<file path="src/rtl/acc_alu.sv">
// acc_alu: multi-cycle accumulator ALU for the register-file accumulator write-back path.
// Define ACC_ALU_MULDIV_EN to build the iterative MUL/DIV datapath; otherwise MUL/DIV report illegal.
module acc_alu #(
    parameter int WIDTH = 16
) (
    input  logic             clk,
    input  logic             rst,
    input  logic             start,
    input  logic [2:0]       op,
    input  logic [WIDTH-1:0] opa,
    input  logic [WIDTH-1:0] opb,
    output logic             busy,
    output logic             done,
    output logic             lacc,
    output logic [WIDTH-1:0] acc,
    output logic             z,
    output logic             n,
    output logic             c,
    output logic             v,
    output logic             illegal
);
    localparam int M = WIDTH - 1;
    localparam logic [1:0] S_IDLE = 2'd0;
    localparam logic [1:0] S_RUN  = 2'd1;

    logic [1:0]     r_state;
    logic [2:0]     r_op;
    logic [M:0]     r_a, r_b, r_acc;
    logic           r_z, r_n, r_c, r_v, r_busy, r_done, r_ill;
    logic [WIDTH:0] w_sum, w_dif, w_shl;
    logic [M:0]     w_res;
    logic           w_c, w_v, w_ill;

    assign w_sum = {1'b0, r_a} + {1'b0, r_b};
    assign w_dif = {1'b0, r_a} - {1'b0, r_b};
    assign w_shl = {1'b0, r_a} << r_b[3:0];

    // Ops that reach RUN without a single-cycle implementation are flagged illegal.
    always_comb begin
        w_res = '0;
        w_c   = 1'b0;
        w_v   = 1'b0;
        w_ill = 1'b0;
        case (r_op)
            3'b000: begin
                w_res = w_sum[M:0];
                w_c   = w_sum[WIDTH];
                w_v   = (r_a[M] == r_b[M]) && (w_sum[M] != r_a[M]);
            end
            3'b001: begin
                w_res = w_dif[M:0];
                w_c   = w_dif[WIDTH];
                w_v   = (r_a[M] != r_b[M]) && (w_dif[M] != r_a[M]);
            end
            3'b010: w_res = r_a & r_b;
            3'b011: w_res = r_a | r_b;
            3'b100: w_res = r_a ^ r_b;
            3'b101: begin
                w_res = w_shl[M:0];
                w_c   = w_shl[WIDTH];
            end
            default: w_ill = 1'b1;
        endcase
    end

`ifdef ACC_ALU_MULDIV_EN
    localparam logic [1:0] S_ITER = 2'd2;
    localparam int CW = $clog2(WIDTH);

    logic [CW-1:0]      r_cnt;
    logic [2*WIDTH-1:0] r_p, w_pn;
    logic [WIDTH:0]     w_madd, w_rs, w_df;

    // r_p holds {partial product, multiplier} for MUL and {remainder, quotient} for DIV.
    assign w_madd = {1'b0, r_p[2*WIDTH-1:WIDTH]} + {1'b0, (r_p[0] ? r_a : {WIDTH{1'b0}})};
    assign w_rs   = {r_p[2*WIDTH-1:WIDTH], r_p[M]};
    assign w_df   = w_rs - {1'b0, r_b};
    assign w_pn   = r_op[0] ? {(w_df[WIDTH] ? w_rs[M:0] : w_df[M:0]), r_p[WIDTH-2:0], ~w_df[WIDTH]}
                            : {w_madd, r_p[M:1]};
`endif

    always_ff @(posedge clk or negedge rst) begin
        if (!rst) begin
            r_state <= S_IDLE;
            r_op    <= '0;
            r_a     <= '0;
            r_b     <= '0;
            r_acc   <= '0;
            r_z     <= 1'b0;
            r_n     <= 1'b0;
            r_c     <= 1'b0;
            r_v     <= 1'b0;
            r_busy  <= 1'b0;
            r_done  <= 1'b0;
            r_ill   <= 1'b0;
`ifdef ACC_ALU_MULDIV_EN
            r_cnt   <= '0;
            r_p     <= '0;
`endif
        end else begin
            r_done <= 1'b0;
            r_ill  <= 1'b0;
            case (r_state)
                S_IDLE: if (start) begin
                    r_op   <= op;
                    r_a    <= opa;
                    r_b    <= opb;
                    r_busy <= 1'b1;
`ifdef ACC_ALU_MULDIV_EN
                    if (op[2:1] == 2'b11) begin
                        r_state <= S_ITER;
                        r_cnt   <= '0;
                        r_p     <= {{WIDTH{1'b0}}, (op[0] ? opa : opb)};
                    end else
`endif
                    r_state <= S_RUN;
                end
                S_RUN: begin
                    r_acc   <= w_res;
                    r_z     <= !w_ill && (w_res == '0);
                    r_n     <= w_res[M];
                    r_c     <= w_c;
                    r_v     <= w_v;
                    r_ill   <= w_ill;
                    r_done  <= 1'b1;
                    r_busy  <= 1'b0;
                    r_state <= S_IDLE;
                end
`ifdef ACC_ALU_MULDIV_EN
                S_ITER: begin
                    r_p   <= w_pn;
                    r_cnt <= r_cnt + 1'b1;
                    if (r_cnt == CW'(WIDTH - 1)) begin
                        r_acc   <= w_pn[M:0];
                        r_z     <= (w_pn[M:0] == '0);
                        r_n     <= w_pn[M];
                        r_c     <= !r_op[0] && (|w_pn[2*WIDTH-1:WIDTH]);
                        r_v     <= r_op[0] && (r_b == '0);
                        r_done  <= 1'b1;
                        r_busy  <= 1'b0;
                        r_state <= S_IDLE;
                    end
                end
`endif
                default: r_state <= S_IDLE;
            endcase
        end
    end

    assign busy    = r_busy;
    assign done    = r_done;
    assign lacc    = r_done;
    assign acc     = r_acc;
    assign z       = r_z;
    assign n       = r_n;
    assign c       = r_c;
    assign v       = r_v;
    assign illegal = r_ill;
endmodule

</file>
<file path="config.mk">
export PLATFORM = sky130hd
export DESIGN_NAME = acc_alu
export DESIGN_NICKNAME = d
export VERILOG_FILES = /design/src/rtl/acc_alu.sv
export SDC_FILE = /design/constraint.sdc
export NUM_CORES = 1
export LEC_CHECK = 0
export BUFFER_PORTS_ARGS = -buffer_cell sky130_fd_sc_hd__buf_2
export CORE_MARGIN = 5
export CORE_UTILIZATION = 50
export CTS_CLUSTER_DIAMETER = 50
export CTS_CLUSTER_SIZE = 30
export DETAILED_ROUTE_END_ITERATION = 8
export PLACE_DENSITY = 0.7
export SETUP_SLACK_MARGIN = 0.05
export SYNTH_ARGS = -nofsm -noshare
export SYNTH_HDL_FRONTEND = slang
export SYNTH_SLANG_ARGS = --single-unit
</file>
<file path="constraint.sdc">
create_clock -name clk -period 5.49 [get_ports clk]
set_input_delay 1.098 -clock clk [delete_from_list [all_inputs] [get_ports clk]]
set_output_delay 1.098 -clock clk [all_outputs]
set_load 0.1 [all_outputs]
</file>
* Word-level counts from Yosys, hierarchy flattened
Cells that the tools add are included.
Word-level totals: register bits 60, bits in latches 0, RAM bits 0, ROM bits 0, input bits 38, word-level logic and storage cells 49, memories 0
Cells by class: $add $sub $neg 2, multipliers 0, div/mod/pow operators 0, magnitude comparators 0, equal/unequal tests 11, shift operators 1, muxes and demuxes 10, bitwise operators 3, reduce and logical (&&, ||, !) cells 10
Operators by type and width (number):
- $pmux W16 S6 | 1
- $add A16 B16 Y17 | 1
- $shl A16 B4 Y17 | 1
- $sub A16 B16 Y17 | 1
- $and A16 B16 Y16 | 1
- $logic_not A16 Y1 | 1
- $or A16 B16 Y16 | 1
- $xor A16 B16 Y16 | 1
- $eq A3 B2 Y1 const B | 2
- $eq A3 B3 Y1 const B | 2
- $reduce_or A6 Y1 | 1
- $mux W1 | 4
- $mux W2 | 2
- $pmux W1 S2 | 2
- $reduce_and A2 Y1 | 2
- $eq A3 B1 Y1 const B | 1
- $logic_and A1 B1 Y1 | 3
- $logic_not A3 Y1 | 1
- $ne A1 B1 Y1 | 3
- $pmux W1 S3 | 1
- $eq A2 B1 Y1 const B | 1
- $logic_not A2 Y1 | 1
- $ne A2 B2 Y1 const B | 1
- $reduce_bool A2 Y1 | 1
- $eq A1 B1 Y1 | 1

* Depth between registers and ports, before layout
depth in word-level cells 4, mapped depth 13

* Least setup slack after synthesis
OpenSTA, ideal clock, no wires.
kind register to register, start register r_b[1], end register r_z (netlist: z), library setup time 0.077 ns, arrival 2.974 ns, data required time 5.413 ns, slack 2.439 ns, cell stages (with the launch flop) 14, path buffers 2, clock period less this slack 3.051 ns, path through dfrtp_1 buf_4 clkinv_1 buf_6 ha_1 a211oi_1 nor4_1 o31ai_2 a31oi_1 o211ai_1 or3b_1 a2111oi_0 nand4_1 o21ai_1
On the way: longest elaborated chain between the ends 4, elaborated cells on any way between the ends 9, classes of those cells add/sub (2); shift (1); mux (1); bitwise (3); reduce/logical (2)
Ends and longest elaborated chain:
- start: declaration | RTL line 28 | logic [M:0] r_a, r_b, r_acc;
- start signal: assignment | RTL line 107 | r_b <= opb;
- $sub A16 B16 Y17 (tied with other cells) | RTL line 35 | assign w_dif = {1'b0, r_a} - {1'b0, r_b};
- $pmux W16 S6 * | RTL line 44 | case (r_op)
- $logic_not A16 Y1 * | RTL line 120 | r_z <= !w_ill && (w_res == '0);
- $logic_and A1 B1 Y1 * | RTL line 120
- end signal: assignment | RTL line 120
- end: declaration | RTL line 29 | logic r_z, r_n, r_c, r_v, r_busy, r_done, r_ill;
Every way passes the cells marked *; elsewhere a longest branch is shown, timed or not. A chain may end at the register's enable or synchronous reset.

* Worst setup path in the final report
Ends and elaborated chain as after synthesis.

==> results.ini <==
[layout]
area_growth_syn_to_layout_pct = 10.03
num_antenna_cells = 0
ff_latch_area_um2 = 1426
n_fill_cell = 1042
drive_above_1_share = 0.1650
fin_area_um2 = 5982
finalNetCount = 795
multi_input_area_um2 = 3621

[global_route]
grt_use_total = 0.2710
antenna_found_initial = 0
grt_pass1_wl_um = 27260
overflow = 0
grt_pass1_vias = 4875
grt_max_degree = 72

[job]
drv_cap = 0

[cts]
cts.path.max_buffers = 2
cts_root_buf = clkbuf_8
cts_sinks = 57
ctsHoldBuffers = 0
post_cts_buffers = 0
clock_latency_ns = 0.36
path_clk_slew_ns = 0.07
htree_num_levels = 3
cts_inserted_buffers = 9
tritoncts = done
cts_resized = 0

[die]
fp-row-count = 38
core_area_um2 = 10750
die_w_um = 114.3
io_pins = 62
die_y_um = 114.3
dieArea_um2 = 13060
start_util = 0.5059

[route]
vias = 5229
drt_wl_total_um = 17100
ant_nets = 0
dr.pass1.iters = 5
wl_per_cell_um = 20.14
first_iter_violations = 424
drc = 0
via_per_inst = 6.159

[logic_synthesis]
ys.flop_type = dfrtp_1
ys_seq_elements = 57
synth_edf_count = 0
yosys.area.top_type = dfrtp_1
syn_area_um2 = 5436
synth.top_cells.by_count = nand2_1, o21ai_0, dfrtp_1
ys_warn_count = 0
yosysMostFrequentCell = nand2_1
synth_area_leaders = dfrtp_1, ha_1, o21ai_0
postSynthNetCount = 755
synthArstFlopShare = 1.000
synthDistinctLibCells = 78
postSynthCellCount = 665
syn_avg_cell_area_um2 = 8.175
synth_top_area_share = 0.2624
yosysSeqAreaShare = 0.2624

[place]
dp_slack_ns = 1.596
placed_area_um2 = 5787
hpwl_um = 13170
place_congestion = 0.9980
port_buffers = 61

[critical_path]
critPathKind = reg2reg
crit_path_start_kind = register
end_kind = register
cp.required_ns = 5.76
cp.arrival_ns = 4.23
cp_max_fo = 18

[timing]
tightestPinTransition_ns = 1.187
rsz0062_at_grt = false
layout_min_cycle_time_ns = 3.958
setup_violations = 0
finalWorstSetupSlack_ns = 1.532
period_share = 0.7209
slew_headroom = 0.2070
finalHoldViolCount = 0
clock_skew_ns = 0.01115
slew_violations = 0
fmax_ghz = 0.2527
setup_tns_ns = 0

[pwr]
leakagePower_nw = 2.654
vdd_drop_max_mv = 0.3705
p_per_area_nw_per_um2 = 394.9

[min_path]
hold_path_class = reg2reg

[outcome]
status = finished, final reports clean

-- placed cells by master, fill, tap and decap left out, types with 4 or more instances in the layout --
master / instances
o22ai_1: 5
nor2_1: 44
and3_1: 4
dfrtp_1: 57
ha_1: 50
o211ai_1: 12
a221oi_1: 5
o21bai_1: 4
o21a_1: 5
mux4_2: 5
buf_4: 8
o31ai_1: 6
mux2_2: 7
buf_2: 61
nand3_1: 14
o21ai_0: 64
mux2i_1: 16
inv_1: 52
nand2_1: 85
a21o_1: 5
nor3b_1: 5
xnor2_1: 5
nor2b_1: 11
a2111oi_0: 5
nor4_1: 6
a31oi_1: 11
nand2b_1: 8
xor2_1: 4
a21oi_1: 31
nor3_1: 17
clkbuf_8: 11
a211oi_1: 12
-- per-layer routing --
| metal | wire length [µm] | vias up | GRT usage |
|---|---|---|---|
| li1 | - | 2483 | - |
| met1 | 7997 | 2474 | 0.4007 |
| met2 | 7147 | 236 | 0.3942 |
| met3 | 1416 | 36 | 0.04493 |
| met4 | 540 | 0 | 0.1061 |
| met5 | 0 | - | 0 |
-- where the power goes --
| group | leakage, nW | total (mW) | switching, mW | internal, mW |
|---|---|---|---|---|
| Clock | 0.102 | 0.408 | 0.177 | 0.230 |
| Sequential | 0.693 | 0.585 | 0.0840 | 0.501 |
| Combinational | 1.86 | 1.37 | 0.980 | 0.390 |
| Total | 2.65 | 2.36 | 1.24 | 1.12 |
-- metrics by stage --
step	std cells	power, mW	util	hold slack [ns]
global placement	834	1.934	0.5385	0.4647
global route	849	2.498	0.5567	0.5102
detailed placement	834	1.941	0.5385	0.4692
CTS	849	2.349	0.5567	0.4853
floorplan	665	1.641	-	0.5516
finish	849	2.362	0.5567	0.4790
-- registers in the layout, summed over array words and instances, names as in the netlist, 3 cells and up --
register  count
r_op          3
r_b          16
acc          16
r_a          16
-- cells by family after synthesis --
kind of cell               after synthesis  share of synthesized area
buffers and inverters                   93                    0.07296
AOI/OAI and AO/OA                      200                     0.2472
DFF                                     57                     0.2624
xor gates and xnor gates                 9                    0.01450
muxes                                   32                    0.08101
adders and majority gates               52                     0.1224
and+or+nand+nor                        222                     0.1995
-- area by class of cell --
type | count | area share
clock buffers | 12 | 0.02594
clock inverters | 3 | 0.006693
inverters | 53 | 0.03326
multi-input cells | 515 | 0.6053
flip-flops and latches | 57 | 0.2384
well taps | 140 | 0.02928
repair buffers | 69 | 0.06107
-- critical path, cell delays in order (launching register included) --
cell,delay (ns)
dfrtp_1,0.79
clkinv_1,0.44
ha_1,0.42
a211oi_1,0.46
nor3_1,0.12
xor2_1,0.18
a221oi_1,0.43
nand4_1,0.13
or4_1,0.44
nor4_2,0.26
nand4_1,0.11
o21ai_1,0.09
-- worst paths after layout --
kind | from | endpoint | slack, ns | cells after the start
max in group asynchronous | rst | r_a[5] | 4.11 | 2
min in group asynchronous | rst | acc[4] | 0.85 | 2
max reg2reg | r_b[1] | z | 1.53 | 11
min | acc[10] | acc[10] | 0.48 | 2
min reg2reg | acc[10] | acc[10] | 0.48 | 2
max | r_b[1] | z | 1.53 | 11
No activity file was read; power rests on OpenSTA's default activity.
